## src/rtl/mips_pkg.sv

```systemverilog
// Shared widths and the write-back entry type for the 64-bit MIPS datapath.
package mips_pkg;
  localparam int XLEN   = 64;
  localparam int REG_AW = 5;
  localparam logic [REG_AW-1:0] REG_ZERO = 5'd0;

  typedef struct packed {
    logic [REG_AW-1:0] dest;
    logic [XLEN-1:0]   data;
  } wb_entry_t;
endpackage

```

## src/rtl/wb_entry_fifo.sv

```systemverilog
// In-order write-back entry store: up to two pushes (a then b) and one pop per clock.
// With WB_BYPASS_EN defined, the raw storage, head pointer and count are exported for searching.
module wb_entry_fifo
  import mips_pkg::*;
#(
  parameter int DEPTH = 4,
  localparam int PW = $clog2(DEPTH),
  localparam int CW = $clog2(DEPTH) + 1
) (
  input  logic          clk,
  input  logic          rst,
  input  logic          push_a_i,
  input  wb_entry_t     entry_a_i,
  input  logic          push_b_i,
  input  wb_entry_t     entry_b_i,
  input  logic          pop_i,
  output wb_entry_t     head_entry_o,
  output logic [CW-1:0] count_o
`ifdef WB_BYPASS_EN
  ,
  output wb_entry_t     entries_o [DEPTH],
  output logic [PW-1:0] head_ptr_o
`endif
);

  wb_entry_t     entries_q [DEPTH];
  logic [PW-1:0] head_q, head_d;
  logic [PW-1:0] tail_q, tail_d;
  logic [CW-1:0] count_q, count_d;
  logic [PW-1:0] tail_inc;

  assign tail_inc = tail_q + PW'(1);

  // push_b is only ever asserted together with push_a, so it lands one slot past a.
  always_ff @(posedge clk) begin
    if (push_a_i) entries_q[tail_q]   <= entry_a_i;
    if (push_b_i) entries_q[tail_inc] <= entry_b_i;
  end

  always_comb begin
    head_d  = head_q + (pop_i ? PW'(1) : PW'(0));
    tail_d  = tail_q + PW'(push_a_i) + PW'(push_b_i);
    count_d = count_q + CW'(push_a_i) + CW'(push_b_i) - CW'(pop_i);
  end

  always_ff @(posedge clk or posedge rst) begin
    if (rst) begin
      head_q  <= '0;
      tail_q  <= '0;
      count_q <= '0;
    end else begin
      head_q  <= head_d;
      tail_q  <= tail_d;
      count_q <= count_d;
    end
  end

  assign head_entry_o = entries_q[head_q];
  assign count_o      = count_q;

`ifdef WB_BYPASS_EN
  assign entries_o  = entries_q;
  assign head_ptr_o = head_q;
`endif

endmodule

```

## src/rtl/regfile_write_queue.sv

```systemverilog
// Write-side initiator for the register file: accepts load and ALU results, queues them in
// order and issues one registered write per clock. Optional WB_BYPASS_EN adds a read-bypass search.
module regfile_write_queue
  import mips_pkg::*;
#(
  parameter int DEPTH = 4
) (
  input  logic              clk,
  input  logic              rst,
  input  logic              mem_valid,
  input  logic [REG_AW-1:0] mem_dest,
  input  logic [XLEN-1:0]   mem_data,
  output logic              mem_ready,
  input  logic              alu_valid,
  input  logic [REG_AW-1:0] alu_dest,
  input  logic [XLEN-1:0]   alu_data,
  output logic              alu_ready,
  input  logic              wb_stall,
  output logic [REG_AW-1:0] write_addr,
  output logic [XLEN-1:0]   write_reg_data,
  output logic              regWrite_en,
  output logic              queue_empty
`ifdef WB_BYPASS_EN
  ,
  input  logic [REG_AW-1:0] byp_addr,
  output logic              byp_hit,
  output logic [XLEN-1:0]   byp_data
`endif
);

  localparam int PW = $clog2(DEPTH);
  localparam int CW = $clog2(DEPTH) + 1;

  logic [CW-1:0]     count;
  logic [CW-1:0]     free_slots;
  wb_entry_t         head_entry;
  logic              mem_push, alu_push;
  logic              push_a, push_b, pop;
  wb_entry_t         entry_a, entry_b;
  logic              regWrite_en_q, regWrite_en_d;
  logic [REG_AW-1:0] write_addr_q, write_addr_d;
  logic [XLEN-1:0]   write_data_q, write_data_d;

  // Readiness looks only at the current occupancy; a pop this cycle frees nothing yet.
  assign free_slots = CW'(DEPTH) - count;
  assign mem_ready  = (free_slots != '0);
  assign alu_ready  = (free_slots >= CW'(2)) | ((free_slots != '0) & ~mem_valid);

  // $0 writes complete the handshake but never reach the queue.
  assign mem_push = mem_valid & mem_ready & (mem_dest != REG_ZERO);
  assign alu_push = alu_valid & alu_ready & (alu_dest != REG_ZERO);

  always_comb begin
    push_a  = mem_push | alu_push;
    push_b  = mem_push & alu_push;
    entry_a = mem_push ? wb_entry_t'{dest: mem_dest, data: mem_data}
                       : wb_entry_t'{dest: alu_dest, data: alu_data};
    entry_b = wb_entry_t'{dest: alu_dest, data: alu_data};
  end

  assign pop = (count != '0) & ~wb_stall;

`ifdef WB_BYPASS_EN
  wb_entry_t     fifo_entries [DEPTH];
  logic [PW-1:0] head_ptr;
`endif

  wb_entry_fifo #(.DEPTH(DEPTH)) u_fifo (
    .clk          (clk),
    .rst          (rst),
    .push_a_i     (push_a),
    .entry_a_i    (entry_a),
    .push_b_i     (push_b),
    .entry_b_i    (entry_b),
    .pop_i        (pop),
    .head_entry_o (head_entry),
    .count_o      (count)
`ifdef WB_BYPASS_EN
    ,
    .entries_o    (fifo_entries),
    .head_ptr_o   (head_ptr)
`endif
  );

  always_comb begin
    regWrite_en_d = pop;
    write_addr_d  = write_addr_q;
    write_data_d  = write_data_q;
    if (pop) begin
      write_addr_d = head_entry.dest;
      write_data_d = head_entry.data;
    end
  end

  always_ff @(posedge clk or posedge rst) begin
    if (rst) begin
      regWrite_en_q <= 1'b0;
      write_addr_q  <= '0;
      write_data_q  <= '0;
    end else begin
      regWrite_en_q <= regWrite_en_d;
      write_addr_q  <= write_addr_d;
      write_data_q  <= write_data_d;
    end
  end

  assign regWrite_en    = regWrite_en_q;
  assign write_addr     = write_addr_q;
  assign write_reg_data = write_data_q;
  assign queue_empty    = (count == '0) & ~regWrite_en_q;

`ifdef WB_BYPASS_EN
  logic [PW-1:0] age_idx [DEPTH];

  for (genvar gi = 0; gi < DEPTH; gi++) begin : g_age
    assign age_idx[gi] = head_ptr + PW'(gi);
  end

  // Scan oldest to youngest so the youngest match overrides; the output register is oldest.
  always_comb begin
    byp_hit  = 1'b0;
    byp_data = '0;
    if (regWrite_en_q && (write_addr_q == byp_addr)) begin
      byp_hit  = 1'b1;
      byp_data = write_data_q;
    end
    for (int i = 0; i < DEPTH; i++) begin
      if ((CW'(i) < count) && (fifo_entries[age_idx[i]].dest == byp_addr)) begin
        byp_hit  = 1'b1;
        byp_data = fifo_entries[age_idx[i]].data;
      end
    end
    if (byp_addr == REG_ZERO) begin
      byp_hit  = 1'b0;
      byp_data = '0;
    end
  end
`endif

endmodule

```

## config.mk

```make
export PLATFORM = sky130hd
export DESIGN_NAME = regfile_write_queue
export DESIGN_NICKNAME = d
export VERILOG_FILES = /design/src/rtl/mips_pkg.sv /design/src/rtl/wb_entry_fifo.sv /design/src/rtl/regfile_write_queue.sv
export SDC_FILE = /design/constraint.sdc
export NUM_CORES = 1
export LEC_CHECK = 0
export BUFFER_PORTS_ARGS = -buffer_cell sky130_fd_sc_hd__buf_2
export CELL_PAD_IN_SITES_DETAIL_PLACEMENT = 1
export CELL_PAD_IN_SITES_GLOBAL_PLACEMENT = 1
export CORE_MARGIN = 3
export CORE_UTILIZATION = 50
export DETAILED_ROUTE_END_ITERATION = 16
export HOLD_SLACK_MARGIN = 0.02
export PLACE_DENSITY = 0.89
export SYNTH_ARGS = -nofsm -noshare
export SYNTH_HDL_FRONTEND = slang
export SYNTH_SLANG_ARGS = --single-unit
```

## constraint.sdc

```tcl
create_clock -name clk -period 7.7 [get_ports clk]
set_input_delay 0.77 -clock clk [delete_from_list [all_inputs] [get_ports clk]]
set_output_delay 0.77 -clock clk [all_outputs]
set_load 0.1 [all_outputs]
```

==> flow_summary_export.csv, run 1 <==
group,metric,value,unit
status,status,"completed",
sta,finClkSkew,0.01605,ns
power,p_leak,7.124,nW
clock_tree,cts_resized,0,
yosys,avgSynthCellArea,18.73,um^2
sta,relSlewSlack,20.58,%
placed_design,dp.cells,1495,
clock_tree,cts_buffers,39,
power,ir_worst_vdd,0.0005377,V
setup_path,cp_cell_sequence,"inv_1 > ha_1 > ha_1 > nor2b_1 > o21a_1 > a21oi_1 > o31ai_4 > buf_4",
yosys,synth_top_cells_by_area,"edfxtp_1 50%, mux2_2 22%, dfrtp_1 12%",
power,clkPwrFrac,19.6,%
routing,vias,9235,
global_routing,overflow,0,
placed_design,post-place-ws,3.825,ns
global_routing,grt_usage,23.28,%
yosys,yosys.area.top_type,"edfxtp_1",
setup_path,cp_common_cell,"ha_1",
setup_path,slowest_stage,"buf_4",
floorplanning,rows,65,
setup_path,path_buf_inv,2,
finish,seq_area,0.01022,mm^2
global_routing,grt_pass1_vias,10542,
global_routing,antenna_found_initial,7,
yosys,syn-num-nets,1033,
power,p_per_area,482.6,mW/mm^2
setup_path,cpPeakStageDelay,0.86,ns
placed_design,gp_congestion,0.7588,
setup_path,r2r_end,"u_fifo.entries_q[0][41]",
setup_path,worstSetupEndpointType,"flip-flop",
placed_design,dp_hpwl,24710,um
finish,stdcell_area,0.01929,mm^2
routing,wl,40750,um
power,switching_share,41.29,%
setup_path,critPathLaunchType,"flip-flop",
sta,clock.fmax,0.2747,GHz
sta,finalCritPeriodShare,47.27,%
yosys,synth_area,0.01650,mm^2
routing,wl_per_cell,25.97,um
yosys,ys_seq_elements,353,
routing,drc_errors,0,
sta,finalSetupTns,0,ns
clock_tree,cts_root_buf,"clkbuf_16",
yosys,yosysUniqueCellTypes,38,
run,max-cap-violations,0,
placed_design,placed_area,0.01803,mm^2
yosys,yosysSeqAreaShare,61.90,%
sta,tightest_slew,1.191,ns
finish,area_growth,16.87,%
setup_path,arrival,3.76,ns
sta,slew_viol_final,0,
placed_design,io_buffers,215,
floorplanning,start_util,51.50,%
setup_path,reg2reg_slack,4.06,ns
setup_path,cp.depth,8,
clock_tree,cts_tree,"built",
floorplanning,die_h,187.7,um
power,power.switching,3.843,mW
finish,fillerInstances,2911,
setup_path,reg2reg_depth,8,
finish,multi_input_area,0.006016,mm^2
routing,dr.pass1.iters,5,
global_routing,grt_pass1_wl,63190,um
clock_tree,h-tree-depth,2,
power,p_int,5.464,mW
sta,rsz0062_at_grt,"false",
global_routing,grt_start_max_net_pins,71,
setup_path,cp.required,7.82,ns
setup_path,worstPathMaxFanout,64,
setup_path,timing.rr.start,"u_fifo.count_o[1]",
clock_tree,cts_buffer_depth,3,
finish,layout.nets,1253,
clock_tree,clkSlewWorstSetupHoldPaths,0.06,ns
sta,final.min_clock_period,3.640,ns
routing,drt_iter0_markers,733,
power,combinationalPowerShare,43.7,%
yosys,post-synth-top-area-fraction,50.22,%
finish,layout-drive-gt1-share,62.25,%
clock_tree,cts-hold-fix-buffers,0,
min_path,hold_class,"primary input to asynchronous set/reset pin",
clock_tree,clk_latency,0.51,ns
clock_tree,cts_setup_buffers,0,
finish,fin_util,60.19,%
floorplanning,die-area,0.03522,mm^2
power,pwr-share-seq,36.7,%
routing,ant_nets,0,
sta,finalSetupViolCount,0,
sta,worst_slack,4.060,ns
yosys,synthesis.instances,881,
finish,layout_commonest_cell,"mux2_2",
setup_path,crit_family,"compound AO/OA/AOI/OAI gates",
floorplanning,pin_count,216,
yosys,yosysWarnings,0,
routing,vias_per_cell,5.886,
finish,final_cell_mix,"316 x mux2_2, 276 x edfxtp_1, 215 x buf_2",
floorplanning,core_area,0.03204,mm^2
sta,final_hold_viol_count,0,
clock_tree,clkSinkCount,353,
finish,instances_no_fill,1569,
floorplanning,fp.dieW,187.7,um
setup_path,worstSetupPathType,"flip-flop to flip-flop",
worst max path at each step:
stage | from | to | slack, ns
floorplan | u_fifo.count_o[1] | u_fifo.entries_q[0][0] | 0.53
global placement | mem_dest[0] | u_fifo.entries_q[0][68] | 3.90
detailed placement | mem_dest[0] | u_fifo.entries_q[0][12] | 3.83
CTS | u_fifo.count_o[1] | u_fifo.entries_q[0][41] | 4.07
global route | u_fifo.count_o[1] | u_fifo.entries_q[0][48] | 3.84
finish | u_fifo.count_o[1] | u_fifo.entries_q[0][41] | 4.06
stage by stage:
stage               power, mW  hold WS [ns]
floorplan               6.620        0.4642
finish                  9.307        0.3314
global placement        7.388        0.4851
global route            9.714        0.3676
detailed placement      7.546        0.4909
CTS                     9.399        0.3420
per-layer routing:
metal  routed length, um  track usage (%)  part of all wire (%)
met2               21170            40.82                    52
met4                 615            4.935                   1.5
met1               16710            30.95                    41
met5                  69                0                  0.17
met3                2191            3.739                   5.4
sequential cells by signal (all words and copies together) (netlist names):
signal	count
regWrite_en	1
u_fifo.count_o	3
u_fifo.entries_q	276
u_fifo.head_q	2
u_fifo.tail_q	2
write_addr	5
write_reg_data	64
power groups by stage:
stage / sequential (mW) / clock [mW] / combinational (mW)
CTS: 3.43 / 1.86 / 4.11
detailed placement: 3.46 / 0 / 4.09
floorplan: 4.66 / 0 / 1.96
global route: 3.49 / 1.95 / 4.28
finish: 3.41 / 1.82 / 4.07
global placement: 3.40 / 0 / 3.99
worst reg2reg max path, delay by kind of cell (launching register included):
family | cells | cell delay, ns
compound gates | 3 | 1.11
simple gates | 1 | 0.26
flops | 1 | 0.40
buf+inv | 2 | 0.96
fa+ha+maj | 2 | 0.44
synthesized netlist by cell type:
cell type / count
o21ai_1: 1
o21a_1: 1
nand2_1: 4
buf_6: 5
mux2_4: 20
clkbuf_1: 18
or4_1: 1
o21ai_0: 1
maj3_1: 1
xor2_1: 2
nand3_1: 1
buf_4: 7
o31ai_1: 1
or3b_2: 1
fa_1: 3
nand4_1: 4
a21oi_1: 1
o21ai_2: 2
mux4_2: 69
o22a_4: 1
xnor2_1: 2
o221ai_1: 1
a22o_1: 1
ha_1: 6
and2_1: 1
mux2_1: 9
a31o_4: 1
or4_4: 1
edfxtp_1: 276
inv_1: 10
dfrtp_1: 77
nor2_1: 4
nor2b_1: 5
o22ai_1: 1
buf_2: 24
mux2_2: 316
a31oi_4: 1
or2_2: 1
logic make-up (layout without fill, tap and decap cells):
family,Yosys count,after routing,synth area share [%]
adder cells (fa/ha/maj),10,10,0.8795
buffers and inverters,64,314,2.024
AO/OA/AOI/OAI,13,13,0.7734
multiplexers,414,414,33.41
other,0,3,0
XOR/XNOR,4,4,0.2123
AND/OR/NAND/NOR,23,23,0.7961
flip-flops,353,353,61.90
cell type report:
class	count	area share [%]
Sequential cell	353	53.00
Multi-Input combinational cell	464	31.19
Timing Repair Buffer	233	6.280
Clock buffer	58	5.754
Tap cell	435	2.822
Clock inverter	13	0.7007
Inverter	10	0.2076
Antenna cell	3	0.03893
Power figures use the tool's default switching activity.
==> run 2: changes to the inputs <==
--- a/config.mk
+++ b/config.mk
@@ -9,10 +9,10 @@
 export CELL_PAD_IN_SITES_DETAIL_PLACEMENT = 1
 export CELL_PAD_IN_SITES_GLOBAL_PLACEMENT = 1
 export CORE_MARGIN = 3
-export CORE_UTILIZATION = 50
+export CORE_UTILIZATION = 45
 export DETAILED_ROUTE_END_ITERATION = 16
 export HOLD_SLACK_MARGIN = 0.02
-export PLACE_DENSITY = 0.89
+export PLACE_DENSITY = 0.85
 export SYNTH_ARGS = -nofsm -noshare
 export SYNTH_HDL_FRONTEND = slang
 export SYNTH_SLANG_ARGS = --single-unit
==> constraint.sdc (replaced) <==
create_clock -name clk -period 3 [get_ports clk]
set_input_delay 0.3 -clock clk [delete_from_list [all_inputs] [get_ports clk]]
set_output_delay 0.3 -clock clk [all_outputs]
set_load 0.1 [all_outputs]
==> flow_summary_export.csv, run 2 (synthesis results as in run 1) <==
group,metric,value,unit
routing,wl_per_cell,25.58,um
global_routing,grt_usage,21.26,%
placed_design,dp_hpwl,24940,um
finish,area_growth,20.24,%
sta,final_hold_viol_count,0,
finish,final_cell_mix,"316 x mux2_2, 276 x edfxtp_1, 215 x buf_2",
routing,vias,9091,
min_path,hold_class,"primary input to flip-flop",
setup_path,worstPathMaxFanout,4,
status,status,"completed",
sta,rsz0062_at_grt,"false",
sta,tightest_slew,0.7702,ns
power,p_leak,7.345,nW
sta,clock.fmax,0.3469,GHz
floorplanning,rows,69,
clock_tree,cts_tree,"built",
clock_tree,cts_buffer_depth,3,
placed_design,io_buffers,215,
clock_tree,clkSinkCount,353,
floorplanning,pin_count,216,
global_routing,grt_start_max_net_pins,72,
setup_path,cp_cell_sequence,"inv_2 > ha_4 > ha_4 > or3b_4 > o22a_4 > nand3_2 > ha_1 > fa_1 > inv_1 > fa_1",
setup_path,reg2reg_slack,0.12,ns
sta,relSlewSlack,48.65,%
finish,largest_reg_flops,276,
routing,wl,41190,um
routing,vias_per_cell,5.647,
sta,slew_viol_final,0,
routing,drc_errors,0,
sta,finalCritPeriodShare,96.10,%
floorplanning,fp.dieW,197.5,um
finish,layout-drive-gt1-share,64.02,%
floorplanning,die-area,0.03900,mm^2
clock_tree,cts_root_buf,"clkbuf_16",
sta,finalSetupTns,0,ns
floorplanning,start_util,46.06,%
sta,final.min_clock_period,2.883,ns
power,p_per_area,1249,mW/mm^2
routing,drt_iter0_markers,534,
power,power,24.78,mW
clock_tree,clk_latency,0.56,ns
setup_path,cpPeakStageDelay,0.41,ns
sta,finClkSkew,0.02255,ns
routing,dr.pass1.iters,4,
setup_path,critPathLaunchType,"flip-flop",
min_path,hold_depth,2,
setup_path,cp.required,3.41,ns
global_routing,antenna_found_initial,9,
setup_path,slowest_stage,"fa_1",
sta,finalSetupViolCount,0,
clock_tree,h-tree-depth,2,
global_routing,overflow,0,
floorplanning,core_area,0.03583,mm^2
setup_path,arrival,3.30,ns
floorplanning,die_h,197.5,um
setup_path,reg2reg_depth,10,
clock_tree,clkSlewWorstSetupHoldPaths,0.06,ns
setup_path,worstSetupEndpointType,"flip-flop",
setup_path,worstSetupPathType,"flip-flop to flip-flop",
routing,ant_nets,0,
run,max-cap-violations,0,
global_routing,grt_pass1_vias,10377,
finish,layout_commonest_cell,"mux2_2",
global_routing,grt_pass1_wl,62330,um
finish,layout.nets,1265,
clock_tree,cts_buffers,40,
placed_design,gp_congestion,0.7798,
power,ir_worst_vdd,0.0007951,V
finish,largest-register,"u_fifo.entries_q",
[run 2: final timing paths]
path | startpoint | to
max in group asynchronous | rst | write_reg_data[29]
min in group asynchronous | rst | write_reg_data[63]
setup / recovery | u_fifo.count_o[1] | u_fifo.count_o[1]
hold reg to reg | write_reg_data[39] | write_reg_data[39]
hold / removal | mem_data[1] | u_fifo.entries_q[1][1]
setup reg to reg | u_fifo.count_o[1] | u_fifo.count_o[1]
[run 2: what timing repair did]
action,in CTS,in global routing
hold endpoints to repair,44,0
setup endpoints to repair,0,35
hold buffers,1,0
setup buffers,0,1
resized for setup,0,1
[run 2: cell type report]
| cell class | instances | area (um^2) |
|---|---|---|
| antenna | 4 | 10.01 |
| sequential | 353 | 10220 |
| tap | 461 | 576.8 |
| inverter | 10 | 40.04 |
| clock inverter | 18 | 252.7 |
| clock buffer | 56 | 1132 |
| timing repair buffer | 244 | 1546 |
| multi-input combinational | 464 | 6062 |
| fill | 3243 | 15990 |
[run 2: per-stage QoR]
stage | util (%) | worst slack [ns] | area (um^2) | hold slack [ns] | cells
2_1_floorplan | - | -0.6092 | 16580 | 0.4642 | 881
3_3_place_gp | 51.43 | 0.08673 | 18430 | 0.4772 | 1530
3_5_place_dp | 51.43 | 0.02548 | 18430 | 0.4892 | 1530
4_1_cts | 55.32 | 0.003155 | 19820 | 0.05121 | 1605
5_1_grt | 55.38 | 0.01375 | 19840 | 0.06462 | 1609
6_report | 55.38 | 0.1169 | 19840 | 0.08448 | 1610
[run 2: worst max-delay path, delay by kind of cell, from the launching register on]
kind            cells  cell delay, ns
fa+ha+maj           5            1.47
simple gates        2            0.49
flops               1            0.37
compound gates      1            0.27
buf+inv             2            0.15
[run 2: metal layers]
layer	GRT usage, %	routed length [um]	vias to the layer above
li1	-	-	4011
met1	26.87	17110	4810
met2	37.47	21340	193
met3	4.111	1750	65
met4	6.291	901	12
met5	0	82	-
[run 2: where the power goes]
| group | internal, mW | leakage [nW] | total, mW | switching [mW] |
|---|---|---|---|---|
| clock network | 3.16 | 0.682 | 5.15 | 1.98 |
| logic | 3.86 | 3.19 | 11.0 | 7.18 |
| registers | 7.71 | 3.47 | 8.59 | 0.888 |
